File: config.mk
export PLATFORM = sky130hd
export DESIGN_NAME = arr_wavefront_sequencer
export DESIGN_NICKNAME = d
export VERILOG_FILES = /design/src/rtl/arr_wavefront_sequencer.sv
export SDC_FILE = /design/constraint.sdc
export NUM_CORES = 1
export LEC_CHECK = 0
export BUFFER_PORTS_ARGS = -buffer_cell sky130_fd_sc_hd__clkbuf_2
export CAP_MARGIN = 20
export CORE_ASPECT_RATIO = 0.75
export CORE_MARGIN = 2
export CORE_UTILIZATION = 45
export DETAILED_ROUTE_END_ITERATION = 10
export GPL_TIMING_DRIVEN = 0
export PLACE_DENSITY_LB_ADDON = 0.1
export SLEW_MARGIN = 30
export SYNTH_ARGS = -nofsm -noshare
export SYNTH_HDL_FRONTEND = slang
export SYNTH_SLANG_ARGS = --single-unit
File: constraint.sdc
create_clock -name clk -period 3.2 [get_ports clk]
set_input_delay 0.16 -clock clk [delete_from_list [all_inputs] [get_ports clk]]
set_output_delay 0.16 -clock clk [all_outputs]
set_load 0.01 [all_outputs]
File: src/rtl/arr_wavefront_sequencer.sv
// Skewed buffer-empty wavefront plus one-hot gbus read-valid sweep for the PE array.
// A kcompute_inc rising edge launches a run of cfg_reps column sweeps spaced cfg_gap cycles apart.
module arr_wfs_row #(
  parameter int VNUM = 8
) (
  input  logic            clk,
  input  logic            rstn,
  input  logic [VNUM-1:0] col_empty,
  input  logic            row_en,
  input  logic            pulse_en,
  input  logic [VNUM-1:0] col_oh,
  output logic [VNUM-1:0] empty,
  output logic [VNUM-1:0] rvalid
);
  assign empty = col_empty | {VNUM{~row_en}};

  always_ff @(posedge clk or negedge rstn) begin
    if (!rstn) rvalid <= '0;
    else       rvalid <= pulse_en ? col_oh : '0;
  end
endmodule

module arr_wavefront_sequencer #(
  parameter int HNUM      = 8,
  parameter int VNUM      = 8,
  parameter int SKEW      = 1,
  parameter int START_DLY = 8,
  parameter int GAP_W     = 4,
  parameter int REP_W     = 5
) (
  input  logic                 clk,
  input  logic                 rstn,
  input  logic                 kcompute_inc,
  input  logic [GAP_W-1:0]     cfg_gap,
  input  logic [REP_W-1:0]     cfg_reps,
  input  logic [HNUM-1:0]      row_mask,
  input  logic                 abort,
  output logic [HNUM*VNUM-1:0] abuf_empty,
  output logic [HNUM*VNUM-1:0] lbuf_empty,
  output logic [HNUM*VNUM-1:0] gbus_rvalid,
  output logic                 busy,
  output logic                 done,
  output logic                 trig_drop
);
  localparam int CW    = (VNUM > 1) ? $clog2(VNUM) : 1;
  localparam int DW    = $clog2(START_DLY + 1);
  localparam int CHAIN = 1 + (VNUM - 1) * SKEW;

  typedef enum logic [2:0] {IDLE, DELAY, PULSE, GAP, DONE} state_t;

  typedef struct packed {
    logic [GAP_W-1:0] gap;
    logic [REP_W-1:0] reps;
    logic [HNUM-1:0]  mask;
  } cfg_t;

  // Empty wavefront: one shift chain shared by all rows, tapped every SKEW stages.
  logic [CHAIN-1:0] chain;
  logic [VNUM-1:0]  col_empty;

  always_ff @(posedge clk or negedge rstn) begin
    if (!rstn) chain <= '1;
    else begin
      chain[0] <= ~kcompute_inc;
      for (int i = 1; i < CHAIN; i++) chain[i] <= chain[i-1];
    end
  end

  for (genvar v = 0; v < VNUM; v++) begin : g_tap
    assign col_empty[v] = chain[v*SKEW];
  end

  logic kc_q, trig;
  assign trig = kcompute_inc & ~kc_q;

  state_t           state, state_nxt;
  logic [DW-1:0]    dly, dly_nxt;
  logic [GAP_W-1:0] gcnt, gcnt_nxt;
  logic [CW-1:0]    col, col_nxt;
  logic [REP_W-1:0] rep, rep_nxt;
  cfg_t             cfg, cfg_nxt;
  logic [GAP_W-1:0] gap_eff;
  logic [REP_W-1:0] reps_eff;
  logic             adv;

  assign gap_eff  = (cfg.gap <= GAP_W'(1)) ? GAP_W'(1) : cfg.gap;
  assign reps_eff = (cfg.reps == '0) ? REP_W'(1) : cfg.reps;

  always_ff @(posedge clk or negedge rstn) begin
    if (!rstn) begin
      kc_q  <= 1'b0;
      state <= IDLE;
      dly   <= '0;
      gcnt  <= '0;
      col   <= '0;
      rep   <= '0;
      cfg   <= '0;
    end else begin
      kc_q  <= kcompute_inc;
      state <= state_nxt;
      dly   <= dly_nxt;
      gcnt  <= gcnt_nxt;
      col   <= col_nxt;
      rep   <= rep_nxt;
      cfg   <= cfg_nxt;
    end
  end

  always_comb begin
    state_nxt = state;
    dly_nxt   = dly;
    gcnt_nxt  = gcnt;
    col_nxt   = col;
    rep_nxt   = rep;
    cfg_nxt   = cfg;
    adv       = 1'b0;
    unique case (state)
      IDLE: if (trig && !abort) begin
        cfg_nxt.gap  = cfg_gap;
        cfg_nxt.reps = cfg_reps;
        cfg_nxt.mask = row_mask;
        col_nxt      = '0;
        rep_nxt      = '0;
        if (START_DLY == 1) state_nxt = PULSE;
        else begin
          state_nxt = DELAY;
          dly_nxt   = DW'(START_DLY - 1);
        end
      end
      // Leave on the cycle the counter would reach zero so the first pulse lands START_DLY after trig.
      DELAY: if (dly <= DW'(1)) begin
        state_nxt = PULSE;
        dly_nxt   = '0;
        col_nxt   = '0;
        rep_nxt   = '0;
      end else dly_nxt = dly - 1'b1;
      PULSE: if (gap_eff > GAP_W'(1)) begin
        state_nxt = GAP;
        gcnt_nxt  = gap_eff - GAP_W'(2);
      end else adv = 1'b1;
      GAP: if (gcnt == '0) adv = 1'b1;
           else gcnt_nxt = gcnt - 1'b1;
      DONE: state_nxt = IDLE;
      default: state_nxt = IDLE;
    endcase
    if (adv) begin
      if (col != CW'(VNUM - 1)) begin
        col_nxt   = col + 1'b1;
        state_nxt = PULSE;
      end else if (rep != reps_eff - 1'b1) begin
        col_nxt   = '0;
        rep_nxt   = rep + 1'b1;
        state_nxt = PULSE;
      end else state_nxt = DONE;
    end
    if (abort && state != IDLE) state_nxt = IDLE;
  end

  // Outputs are registered from the next state so they line up with the state they describe.
  always_ff @(posedge clk or negedge rstn) begin
    if (!rstn) begin
      busy      <= 1'b0;
      done      <= 1'b0;
      trig_drop <= 1'b0;
    end else begin
      busy      <= (state_nxt != IDLE);
      done      <= (state_nxt == DONE);
      trig_drop <= trig && (state != IDLE);
    end
  end

  logic [VNUM-1:0]            col_oh;
  logic [HNUM-1:0][VNUM-1:0]  empty_pk, rv_pk;

  assign col_oh = (state_nxt == PULSE) ? (VNUM'(1) << col_nxt) : '0;

  for (genvar h = 0; h < HNUM; h++) begin : g_row
    arr_wfs_row #(.VNUM(VNUM)) u_row (
      .clk       (clk),
      .rstn      (rstn),
      .col_empty (col_empty),
      .row_en    (row_mask[h]),
      .pulse_en  (cfg_nxt.mask[h]),
      .col_oh    (col_oh),
      .empty     (empty_pk[h]),
      .rvalid    (rv_pk[h])
    );
  end

  assign abuf_empty  = empty_pk;
  assign lbuf_empty  = empty_pk;
  assign gbus_rvalid = rv_pk;
endmodule

==> After elaboration in Yosys (flattened, before gate mapping) <==
Cells that the tools add are included.
{ "word_totals": {"out_inout_bits": 195, "regBits": 112, "in_bits": 21, "elab_cells": 116} }
{ "op_classes": {"n_lt_le_gt_ge": 3, "bitwise": 19, "mux": 42, "eq_ne": 10, "reduce_logical": 14, "add_sub_neg": 6, "n_shift": 1} }
{ "op_table": {"columns": ["cell", "count"], "rows": [
  ["$mux 8", 11],
  ["$or 8x8->8", 8],
  ["$mux 3", 12],
  ["$mux 5", 6],
  ["$mux 4", 5],
  ["$pmux 4 s2", 2],
  ["$pmux 3 s4", 1],
  ["$not 1->1", 10],
  ["$pmux 5 s2", 1],
  ["$eq 3x2->1 const B", 3],
  ["$le 4x1->1 const B", 2],
  ["$shl 1x3->8 const A", 1],
  ["$sub 4x1->4 const B", 2],
  ["$ne 2x2->1 const B", 3],
  ["$pmux 3 s2", 1],
  ["$reduce_bool 3->1", 2],
  ["$add 5x1->5 const B", 1],
  ["$logic_not 5->1", 1],
  ["$ne 5x5->1", 1],
  ["$sub 5x1->5 const B", 1],
  ["$gt 4x1->1 const B", 1],
  ["$logic_not 4->1", 1],
  ["$reduce_and 2->1", 2],
  ["$reduce_bool 2->1", 2],
  ["12 further kinds", 15]
]} }

==> Logic depth before layout (Yosys ltp) <==
Gate-level depths: netlist of the first run.
{ "logic_depth": {"ltp_word": 11, "depth_mapped": 11, "mapped_depth_nobuf": 9} }

==> Modules after synthesis <==
From an unflattened synthesis of the first run, not the netlist that was laid out.
{ "unflattened": {"cells_unflattened": 521, "hier_area_um2": 5410.2} }
{ "modules_own_cells": {"columns": ["module", "area_each_um2", "n_inst", "seq_area_each_um2", "cells_per_inst"], "rows": [
  ["arr_wavefront_sequencer", 3007.9, 1, 1211.2, 329],
  ["arr_wfs_row", 300.3, 8, 200.2, 24]
]} }

==> Worst setup path after synthesis of the first run <==
OpenSTA, ideal clock, no wires.
{ "synth_timing": {"path_type": "flip-flop to flip-flop", "start": "register cfg[12] in the netlist's numbering", "end": "register g_row[3].u_row.rvalid[0]", "setup_ps": 134, "period_less_slack_ps": 2612, "t_arrival_ps": 2478, "slack_ps": 588, "required_time_ps": 3066, "stages_incl_launch_ff": 10, "path_buffers": 1, "path_cell_list": "dfrtp_1 nor4_1 nor2_1 ha_1 or3_4 a31oi_4 a31oi_4 a211oi_1 buf_6 nor3_1"} }
{ "synth_via": {"elab_chain_len": 11, "elab_cells_between_ends": 15, "cone_classes": "1 x add/sub; 2 x eq/ne; 1 x shift; 10 x mux; 1 x reduce/logical"} }
{ "synth_rtl": {"columns": ["item", "line_no", "rtl"], "rows": [
  ["start, declared", "81", "cfg_t cfg, cfg_nxt;"],
  ["start signal, assigned", "105", "cfg <= cfg_nxt;"],
  ["$logic_not 5->1", "87", "assign reps_eff = (cfg.reps == '0) ? REP_W'(1) : cfg.reps;"],
  ["$mux 5 (*)", "87", null],
  ["$sub 5x1->5 (*)", "150", "end else if (rep != reps_eff - 1'b1) begin"],
  ["$ne 5x5->1 (*)", "150", null],
  ["$mux 3", "150", null],
  ["$mux 3", "147", "if (col != CW'(VNUM - 1)) begin"],
  ["$mux 3", "146", "if (adv) begin"],
  ["$mux 3", "156", "if (abort && state != IDLE) state_nxt = IDLE;"],
  ["$eq 3x2->1", "175", "assign col_oh = (state_nxt == PULSE) ? (VNUM'(1) << col_nxt) : '0;"],
  ["$mux 8 (*)", "175", null],
  ["$mux 8 (*)", "19", "else rvalid <= pulse_en ? col_oh : '0;"],
  ["end signal, assigned", "19", null],
  ["end, declared", "13", "output logic [VNUM-1:0] rvalid"]
]} }
Mark *: on every way between the ends. The rest lies on a longest branch, timed or not.
A chain may end at the register's enable or synchronous reset.

==> Final worst setup path of the first run <==
{ "layout_timing": {"start": "register cfg[12] in the netlist's numbering", "end": "register g_row[4].u_row.rvalid[1]"} }
{ "layout_via": {"elab_chain_len": 11, "elab_cells_between_ends": 15, "cone_classes": "1 x add/sub; 2 x eq/ne; 1 x shift; 10 x mux; 1 x reduce/logical"} }
{ "layout_rtl": {"columns": ["item", "line_no"], "rows": [
  ["$logic_not 5->1", "87"],
  ["$mux 5 (*)", "87"],
  ["$sub 5x1->5 (*)", "150"],
  ["$ne 5x5->1 (*)", "150"],
  ["$mux 3", "150"],
  ["$mux 3", "147"],
  ["$mux 3", "146"],
  ["$mux 3", "156"],
  ["$eq 3x2->1", "175"],
  ["$mux 8 (*)", "175"],
  ["$mux 8 (*)", "19"],
  ["end signal, assigned", "19"],
  ["end, declared", "13"]
]} }
Marks and branches as above.

==> results of run 1 <==
layer usage:
metal,vias up,global-route usage [%],wire (µm)
met5,-,0,0
met2,115,36.5,7300
met1,2250,30.7,6830
li1,2271,-,-
met4,0,5.29,176
met3,15,4.07,691
state kept, by name (all words and copies together), names as in the netlist, 3 cells and up:
signal	count
chain	8
g_row.u_row.rvalid	64
state	3
dly	4
rep	5
col	3
cfg	17
gcnt	4
worst min-delay path, cell delays in order:
cell and delay, ns:
clkbuf_2 0.08, nand2_1 0.04, nand2_1 0.05
where the power goes:
| group | switching [µW] | internal, µW |
|---|---|---|
| clock network | 567 | 565 |
| logic | 1210 | 761 |
| registers | 174 | 1630 |
| total | 1950 | 2950 |
final cells by class:
type	instances	area [µm²]
multi-input cells	328	2320
clock buffers	9	225
well taps	166	208
repair buffers	221	1160
clock inverters	7	93.8
plain buffers	84	642
inverters	14	52.6
flip-flops and latches	112	2810
fillers	1080	4920
stage by stage:
stage | instance area (µm²) | instances | utilization (%) | power, µW
final | 7510 | 941 | 60.4 | 4900
after global routing | 7510 | 941 | 60.4 | 5230
after CTS | 7510 | 941 | 60.4 | 4940
after detailed placement | 7140 | 920 | 57.4 | 3800
after global placement | 7100 | 919 | 57.1 | 3720
after floorplan | 5820 | 538 | - | 3260
worst max path at each step:
stage                             start                                  to  cells after the start
floorplan           cfg[12]$_DFFE_PN0P_  g_row[3].u_row.rvalid[0]$_DFF_PN0_                      9
global placement    cfg[12]$_DFFE_PN0P_  g_row[6].u_row.rvalid[0]$_DFF_PN0_                      9
detailed placement  cfg[12]$_DFFE_PN0P_  g_row[2].u_row.rvalid[3]$_DFF_PN0_                      9
CTS                 cfg[12]$_DFFE_PN0P_  g_row[2].u_row.rvalid[3]$_DFF_PN0_                      9
global route        cfg[12]$_DFFE_PN0P_  g_row[4].u_row.rvalid[1]$_DFF_PN0_                      8
finish              cfg[12]$_DFFE_PN0P_  g_row[4].u_row.rvalid[1]$_DFF_PN0_                      8
kinds of logic (layout without fill, tap and decap cells):
logic type                 count (synthesis)  count (layout)
muxes                                     10              10
DFF                                      112             112
and+or+nand+nor                          241             241
buffers and inverters                     98             335
adders and majority gates                  8               8
AOI/OAI and AO/OA                         63              63
xor gates and xnor gates                   6               6
repair_timing:
item,4_1_cts,5_1_grt
setup endpoints to repair,0,34
hold buffers,5,0
endpoints found under the hold margin,58,0
setup buffers,0,0
gates resized for setup,0,1
placed cells by master (no fill, tap or decap), types with 11 or more instances in the layout:
master and instances:
buf_4 65, clkbuf_2 214, dfrtp_1 104, inv_1 14, nand2_1 32, nand2b_1 71, nand3_1 11, nor2_1 15
nor2b_1 12, nor3_1 35, nor3_2 13, nor4_1 22, o21ai_0 14
==> metrics.csv, run 1 <==
metric,value,unit
outcome,completed,
minimum clock period,2.98,ns
Area Growth Syn to Fin,29.1,%
drt initial violations,256,
CP max FO,9,
Max IR drop VDD,382,µV
Final Wtd Congestion,0.833,
slew at the pin closest to its max-slew limit,0.779,ns
cell taking the most area after synthesis,dfrtp_1,
Worst R2R Path Depth,8,
TritonCTS clock tree,yes,
Port Buffers,215,
Synth Area in Simple Gates,25.5,%
Worst R2R Setup Slack,0.22,ns
Vert. Die Dim,102,µm
WHS Path Cells,3,
ys async rst share,100,%
Synth cell types,67,
register bit total from synthesis,112,
"Largest stage delay, worst path",0.57,ns
Clock Latency Late Sink,0.35,ns
initial antenna violation count,0,
CORE AREA,12400,µm²
post-synthesis mux area share,1.94,%
Pwr per Cell Area,652,nW/µm²
Synth area leaders,"dfrtp_1 45%, buf_4 8.4%, nand2b_1 7.6%",
Worst R2R End,g_row[4].u_row.rvalid[1]$_DFF_PN0_,
Num CTS Buffers,9,
DRC viols,0,
WL final,15000,µm
Post-Route Setup TNS,0,ns
crit path capture type,flop,
Final setup viols,0,
CTS Buffer Depth,2,
crit-path leading delay family,simple AND/OR/NAND/NOR gates,
global route total overflow,0,
post-synth top area share,44.7,%
Crit path arrival time,3.19,ns
CP max stage cell,o21ai_2,
Post-Synth XOR/XNOR Area,1.03,%
Crit path required time,3.41,ns
H-tree depth,3,
"Seq/Total Area, Yosys",48.3,%
Post-synth top flop,dfrtp_1,
YS warnings,0,
Layout Skew,0.00733,ns
vias in the first global route,4409,
first-pass GRT wire length,23600,µm
worst hold slack,0.00663,ns
max-cap viol count,0,
hold endpoint,cfg[10]$_DFFE_PN0P_,
worst r2r src,cfg[12]$_DFFE_PN0P_,
Leakage Power,0.00370,µW
Adder-Cell Fraction of Synth Area,1.72,%
sequence of cells on the critical path,nor4_1 -> nor2_1 -> ha_1 -> or3_4 -> a31oi_4 -> nand3_2 -> o21ai_2 -> nor3_1,
fin. max-slew vios,0,
Worst slew margin,48.1,%
"EDFF count, synth",0,
top-count cell post-synth,dfrtp_1,
Final ANT Viol Nets,0,
hold path startpoint,cfg_reps[2],
synth cell count leaders,"104 x dfrtp_1, 71 x nand2b_1, 65 x buf_4",
synthesized net count,567,
syn_area_per_cell,10.8,µm²
RSZ-0062 raised after global routing,true,
share of cells above drive strength 1,49.0,%
pin count of the biggest net entering global routing,63,
Vias,4651,
Tcrit/Tclk final,93.1,%
pre-CTS setup slack,0.148,ns
worst hold path type,in -> reg,
Clock Sinks,112,
die width,135,µm
Initial DRT Pass Iterations,4,
vias per inst,4.94,
critical path type,reg -> reg,
total track usage,22.1,%
CP Buf/Inv Count,0,
Clock transition at path regs,0.08,ns
Clock Tree Root,clkbuf_16,
Initial Util,46.8,%
largest family of logic cells by synthesized area,simple AND/OR/NAND/NOR gates,
final HPWL from detailed placement,11700,µm
Diodes inserted,0,
Worst setup SP type,flop,
Die ar.,13900,µm²
maximum clock frequency,336,MHz
Final Hold Viols,0,
Mapped Area,5820,µm²
fin nets,799,
post-synthesis instance total,538,
WL/cell,15.9,µm
Rows,35,
Synth Area in Compound Gates,9.59,%
worst setup margin,0.220,ns
total I/O pin count,216,
No activity file was read; power rests on OpenSTA's default activity.
==> run 2, diff against run 1 <==
==> constraint.sdc (replaced) <==
create_clock -name clk -period 2.4 [get_ports clk]
set_input_delay 0.12 -clock clk [delete_from_list [all_inputs] [get_ports clk]]
set_output_delay 0.12 -clock clk [all_outputs]
set_load 0.01 [all_outputs]
==> metrics.csv, run 2 (synthesized netlist as in run 1, its figures left out) <==
metric,value,unit
Leakage Power,0.00438,µW
die width,135,µm
fin. max-slew vios,0,
WL/cell,18.9,µm
CTS Buffer Depth,2,
Worst R2R End,g_row[6].u_row.rvalid[6]$_DFF_PN0_,
Final Hold Viols,0,
Crit path arrival time,3.05,ns
Num CTS Buffers,9,
hold path startpoint,row_mask[2],
Initial DRT Pass Iterations,5,
DR WL met3,879,µm
"commonest non-fill, non-tap cell in the layout",clkbuf_2,
worst setup margin,-0.390,ns
Final setup viols,74,
RSZ-0062 raised after global routing,true,
crit-path leading delay family,simple AND/OR/NAND/NOR gates,
vias per inst,5.15,
slew at the pin closest to its max-slew limit,0.859,ns
CP max stage cell,dfrtp_2,
WL met2,9870,µm
Layout Skew,0.00941,ns
Worst slew margin,42.1,%
share of cells above drive strength 1,60.4,%
Vias,5213,
pin count of the biggest net entering global routing,69,
Metal-1 WL,8070,µm
worst hold slack,0.201,ns
Initial Util,46.8,%
maximum clock frequency,358,MHz
Max Used Layer,met4,
Worst setup SP type,flop,
H-tree depth,3,
DRC viols,0,
Worst R2R Path Depth,10,
Final Wtd Congestion,0.823,
vias in the first global route,4924,
Rows,35,
Die ar.,13900,µm²
Max IR drop VDD,766,µV
largest registers,"g_row.u_row.rvalid: 64 flops, cfg: 17 flops, chain: 8 flops",
Vert. Die Dim,102,µm
Clock Sinks,112,
TritonCTS clock tree,yes,
Clock Tree Root,clkbuf_16,
worst hold path type,in -> reg,
minimum clock period,2.79,ns
Clock Latency Late Sink,0.36,ns
drt initial violations,295,
Diodes inserted,0,
Worst R2R Setup Slack,-0.39,ns
outcome,"finished, violations left",
first-pass GRT wire length,27300,µm
critical path type,reg -> reg,
Pwr per Cell Area,935,nW/µm²
worst r2r src,cfg[11]$_DFFE_PN0P_,
Area Growth Syn to Fin,57.9,%
global route total overflow,0,
Crit path required time,2.66,ns
Clock transition at path regs,0.08,ns
"Core Util, Final",73.9,%
final HPWL from detailed placement,11600,µm
sequence of cells on the critical path,nor4_4 -> nor2_1 -> ha_2 -> or3_4 -> a31oi_4 -> buf_6 -> a31o_4 -> a41oi_4 -> buf_6 -> nor4_4,
"commonest non-fill, non-tap cells in the layout","214 x clkbuf_2, 101 x dfrtp_1, 80 x buf_4",
CP max FO,8,
Tcrit/Tclk final,116,%
max-cap viol count,0,
Port Buffers,215,
Final ANT Viol Nets,0,
total track usage,25.7,%
failing checks,setup timing,
Reg with most FFs,g_row.u_row.rvalid,
hold endpoint,cfg[2]$_DFF_PN0_,
total I/O pin count,216,
WL final,19100,µm
CP Buf/Inv Count,2,
initial antenna violation count,0,
"Largest stage delay, worst path",0.43,ns
fin nets,870,
WHS Path Cells,2,
crit path capture type,flop,
CORE AREA,12400,µm²
max reg flops,64,
run 2: how the worst max path moves through the flow:
stage	depth (start not counted)	startpoint	to	slack [ns]
finish	10	cfg[11]$_DFFE_PN0P_	g_row[6].u_row.rvalid[6]$_DFF_PN0_	-0.39
global route	10	cfg[11]$_DFFE_PN0P_	g_row[6].u_row.rvalid[6]$_DFF_PN0_	-0.46
CTS	10	cfg[12]$_DFFE_PN0P_	g_row[5].u_row.rvalid[6]$_DFF_PN0_	-0.24
detailed placement	9	cfg[11]$_DFFE_PN0P_	g_row[4].u_row.rvalid[0]$_DFF_PN0_	-0.41
global placement	8	cfg[11]$_DFFE_PN0P_	g_row[2].u_row.rvalid[4]$_DFF_PN0_	-0.33
floorplan	9	cfg[11]$_DFFE_PN0P_	g_row[6].u_row.rvalid[6]$_DFF_PN0_	-0.13
run 2: routing by layer:
| layer | GRT usage (%) | vias up |
|---|---|---|
| met5 | 0 | - |
| met4 | 7.29 | 0 |
| met3 | 5.06 | 23 |
| met2 | 43.5 | 169 |
| met1 | 34.2 | 2608 |
| li1 | - | 2413 |
run 2: worst register-to-register path, stage by stage, from the launching register on:
cell,delay (ns)
dfrtp_2,0.43
nor4_4,0.29
nor2_1,0.08
ha_2,0.20
or3_4,0.40
a31oi_4,0.26
buf_6,0.13
a31o_4,0.19
a41oi_4,0.27
buf_6,0.25
nor4_4,0.18
run 2: repair_timing:
item                       4_1_cts  5_1_grt
setup endpoints to repair       70       74
resized for setup              108       75
setup buffers                   44       13
hold endpoints to repair        70        0
pin swaps                       38       57
cloned                          12        1
hold buffers                    11        0
run 2: area by class of cell:
cell class / instances / area, µm²
Timing Repair Buffer: 293 / 2050
Buffer: 83 / 717
Tap cell: 166 / 208
Sequential cell: 112 / 2820
Clock inverter: 7 / 87.6
Fill cell: 831 / 3250
Inverter: 14 / 60.1
Multi-Input combinational cell: 328 / 3030
Clock buffer: 9 / 225
run 2: where the power goes:
group          leakage [µW]  switching, µW  total (µW)  internal (µW)
registers           0.00149            245        2420           2170
clock network      0.000148            790        1540            748
logic               0.00274           2550        4630           2080
total               0.00438           3590        8590           5000
run 2: per-stage QoR:
stage,TNS (ns),setup WS [ns],total power [µW],area [µm²],std cells
final,-19.48,-0.390,8590,9190,1012
after global routing,-25.14,-0.461,8990,9190,1012
after CTS,-10.78,-0.244,8060,8750,1003
after detailed placement,-23.02,-0.406,5150,7220,920
after global placement,-44.56,-0.333,5060,7190,919
after floorplan,-4.70,-0.132,4450,5910,538
==> run 3, diff against run 2 <==
--- a/config.mk
+++ b/config.mk
@@ -6,14 +6,14 @@
 export NUM_CORES = 1
 export LEC_CHECK = 0
 export BUFFER_PORTS_ARGS = -buffer_cell sky130_fd_sc_hd__clkbuf_2
-export CAP_MARGIN = 20
 export CORE_ASPECT_RATIO = 0.75
 export CORE_MARGIN = 2
-export CORE_UTILIZATION = 45
+export CORE_UTILIZATION = 44
 export DETAILED_ROUTE_END_ITERATION = 10
 export GPL_TIMING_DRIVEN = 0
 export PLACE_DENSITY_LB_ADDON = 0.1
 export SLEW_MARGIN = 30
 export SYNTH_ARGS = -nofsm -noshare
 export SYNTH_HDL_FRONTEND = slang
+export SYNTH_HIERARCHICAL = 1
 export SYNTH_SLANG_ARGS = --single-unit
==> constraint.sdc (replaced) <==
create_clock -name clk -period 2.4 [get_ports clk]
set_input_delay 0.48 -clock clk [delete_from_list [all_inputs] [get_ports clk]]
set_output_delay 0.48 -clock clk [all_outputs]
set_load 0.01 [all_outputs]
==> metrics.csv, run 3 <==
metric,value,unit
global route total overflow,0,
YS warnings,6,
Final Wtd Congestion,0.892,
Crit path required time,2.69,ns
hold buffers post-CTS,0,
total track usage,22.2,%
WL final,14600,µm
CTS Buffer Depth,2,
CORE AREA,12100,µm²
minimum clock period,2.57,ns
vias per inst,4.74,
FF/Latch Area,2820,µm²
Diodes inserted,0,
Die ar.,13200,µm²
worst r2r src,cfg[9]$_DFFE_PN0P_,
worst hold path type,in -> async,
post-synthesis instance total,521,
H-tree depth,3,
Worst R2R End,g_row[6].u_row/rvalid[0]$_DFF_PN0_,
register bit total from synthesis,112,
Crit path arrival time,2.86,ns
"Largest stage delay, worst path",0.44,ns
Synth cell types,52,
Num CTS Buffers,9,
DRC viols,0,
Post-synth top flop,dfrtp_1,
Port Buffers,215,
syn_area_per_cell,10.4,µm²
crit-path leading delay family,simple AND/OR/NAND/NOR gates,
pin count of the biggest net entering global routing,59,
total I/O pin count,216,
Clock Tree Root,clkbuf_16,
Post-Route Setup TNS,-8.33,ns
CP Buf/Inv Count,1,
Worst slew margin,58.8,%
first-pass GRT wire length,23100,µm
area occupied by multi-input gates,2210,µm²
WL/cell,15.6,µm
Finished Cell Area,7340,µm²
Final setup viols,66,
Leakage Power,0.00390,µW
Reg with most FFs,g_row.u_row/rvalid,
vias in the first global route,4376,
top-count cell post-synth,dfrtp_1,
Vias,4436,
Worst R2R Setup Slack,-0.17,ns
Final ANT Viol Nets,0,
Layout Skew,0.0122,ns
crit path capture type,flop,
Rows,35,
Pwr per Cell Area,808,nW/µm²
max-cap viol count,0,
Tcrit/Tclk final,107,%
fin nets,795,
Final Hold Viols,0,
Max IR drop VDD,529,µV
fin. max-slew vios,0,
Clock Latency Late Sink,0.35,ns
critical path type,reg -> reg,
failing checks,setup timing,
"EDFF count, synth",0,
Fill cells,1073,
Clock Sinks,112,
cell taking the most area after synthesis,dfrtp_1,
sequence of cells on the critical path,nor4_2 -> nor2_1 -> ha_2 -> xor2_2 -> and4b_4 -> a31oi_4 -> o221ai_4 -> nor4b_4 -> buf_6 -> and2_4,
synth cell count leaders,"104 x dfrtp_1, 69 x nand2_1, 67 x nand2b_1",
Clock transition at path regs,0.08,ns
CP max stage cell,dfrtp_2,
Area Growth Syn to Fin,35.6,%
Worst R2R Path Depth,10,
drt initial violations,223,
share of cells above drive strength 1,47.9,%
initial antenna violation count,0,
"Seq/Total Area, Yosys",52.0,%
post-synth top area share,48.1,%
Initial Util,44.6,%
Initial DRT Pass Iterations,4,
TritonCTS clock tree,yes,
ys async rst share,100,%
slew at the pin closest to its max-slew limit,0.615,ns
"commonest non-fill, non-tap cells in the layout","214 x clkbuf_2, 102 x dfrtp_1, 78 x buf_4",
Vert. Die Dim,100,µm
worst setup margin,-0.172,ns
max reg flops,64,
Mapped Area,5410,µm²
"commonest non-fill, non-tap cell in the layout",clkbuf_2,
CP max FO,8,
dpl cell area,6760,µm²
largest registers,"g_row.u_row/rvalid: 64 flops, cfg: 17 flops, chain: 8 flops",
Tot Pwr,5930,µW
maximum clock frequency,389,MHz
die width,132,µm
synthesized net count,551,
outcome,"finished, violations left",
RSZ-0062 raised after global routing,true,
Worst setup SP type,flop,
Synth area leaders,"dfrtp_1 48%, buf_4 9.0%, nand2b_1 7.7%",
final HPWL from detailed placement,11000,µm
run 3: worst register-to-register path: stages (launching register included):
cell	delay, ns
dfrtp_2	0.44
nor4_2	0.27
nor2_1	0.10
ha_2	0.29
xor2_2	0.15
and4b_4	0.23
a31oi_4	0.29
o221ai_4	0.19
nor4b_4	0.26
buf_6	0.16
and2_4	0.14
run 3: how the worst max path moves through the flow:
| stage | start | to | slack [ns] | cells past startpoint |
|---|---|---|---|---|
| final | cfg[9]$_DFFE_PN0P_ | g_row[6].u_row/rvalid[0]$_DFF_PN0_ | -0.17 | 10 |
| after global routing | cfg[12]$_DFFE_PN0P_ | g_row[2].u_row/rvalid[3]$_DFF_PN0_ | -0.28 | 11 |
| after CTS | cfg[9]$_DFFE_PN0P_ | g_row[0].u_row/rvalid[1]$_DFF_PN0_ | -0.10 | 9 |
| after detailed placement | kcompute_inc | g_row[4].u_row/rvalid[3]$_DFF_PN0_ | -0.56 | 9 |
| after global placement | rstn | g_row[6].u_row/rvalid[5]$_DFF_PN0_ | -0.67 | 1 |
| after floorplan | cfg[10]$_DFFE_PN0P_ | g_row[0].u_row/rvalid[3]$_DFF_PN0_ | 0.02 | 11 |
run 3: what timing repair did:
item                                    4_1_cts  5_1_grt
endpoints found under the setup margin       67       67
pin swaps                                    14        6
buffers inserted                             13        4
gates resized for setup                      30        8
run 3: per-stage QoR:
| stage | setup WS, ns | hold WS [ns] | utilization [%] | instances |
|---|---|---|---|---|
| after floorplan | 0.0167 | 0.184 | - | 521 |
| after global placement | -0.669 | 0.386 | 55.4 | 902 |
| after detailed placement | -0.557 | 0.395 | 55.7 | 903 |
| after CTS | -0.101 | 0.105 | 60.0 | 931 |
| after global routing | -0.281 | 0.117 | 60.5 | 935 |
| final | -0.172 | 0.0955 | 60.5 | 935 |
run 3: final cells by class:
| class | instances | area share, % |
|---|---|---|
| inverter | 9 | 0.460 |
| buffer | 72 | 7.21 |
| sequential | 112 | 38.4 |
| tap | 166 | 2.83 |
| timing repair buffer | 233 | 17.1 |
| clock inverter | 6 | 0.836 |
| clock buffer | 9 | 3.07 |
| multi-input combinational | 328 | 30.1 |
run 3: cells by family after synthesis:
kind of cell | after synthesis | share of synthesized area (%)
buf+inv | 81 | 10.4
flops | 112 | 52.0
fa+ha+maj | 9 | 2.08
simple gates | 258 | 27.3
mux | 8 | 1.50
xor+xnor | 6 | 0.972
compound gates | 47 | 5.76
run 3: power breakdown:
part / switching, µW / internal (µW) / total (µW)
sequential: 213 / 2140 / 2360
combinational: 1210 / 916 / 2130
clock: 712 / 729 / 1440
total: 2140 / 3790 / 5930
run 3: layer usage:
layer	part of all wire [%]	track usage, %	vias to the layer above
met5	0	0	-
met4	1.6	6.27	0
met3	6.7	6.26	17
met2	50	38.1	149
met1	42	27.6	2155
li1	-	-	2115
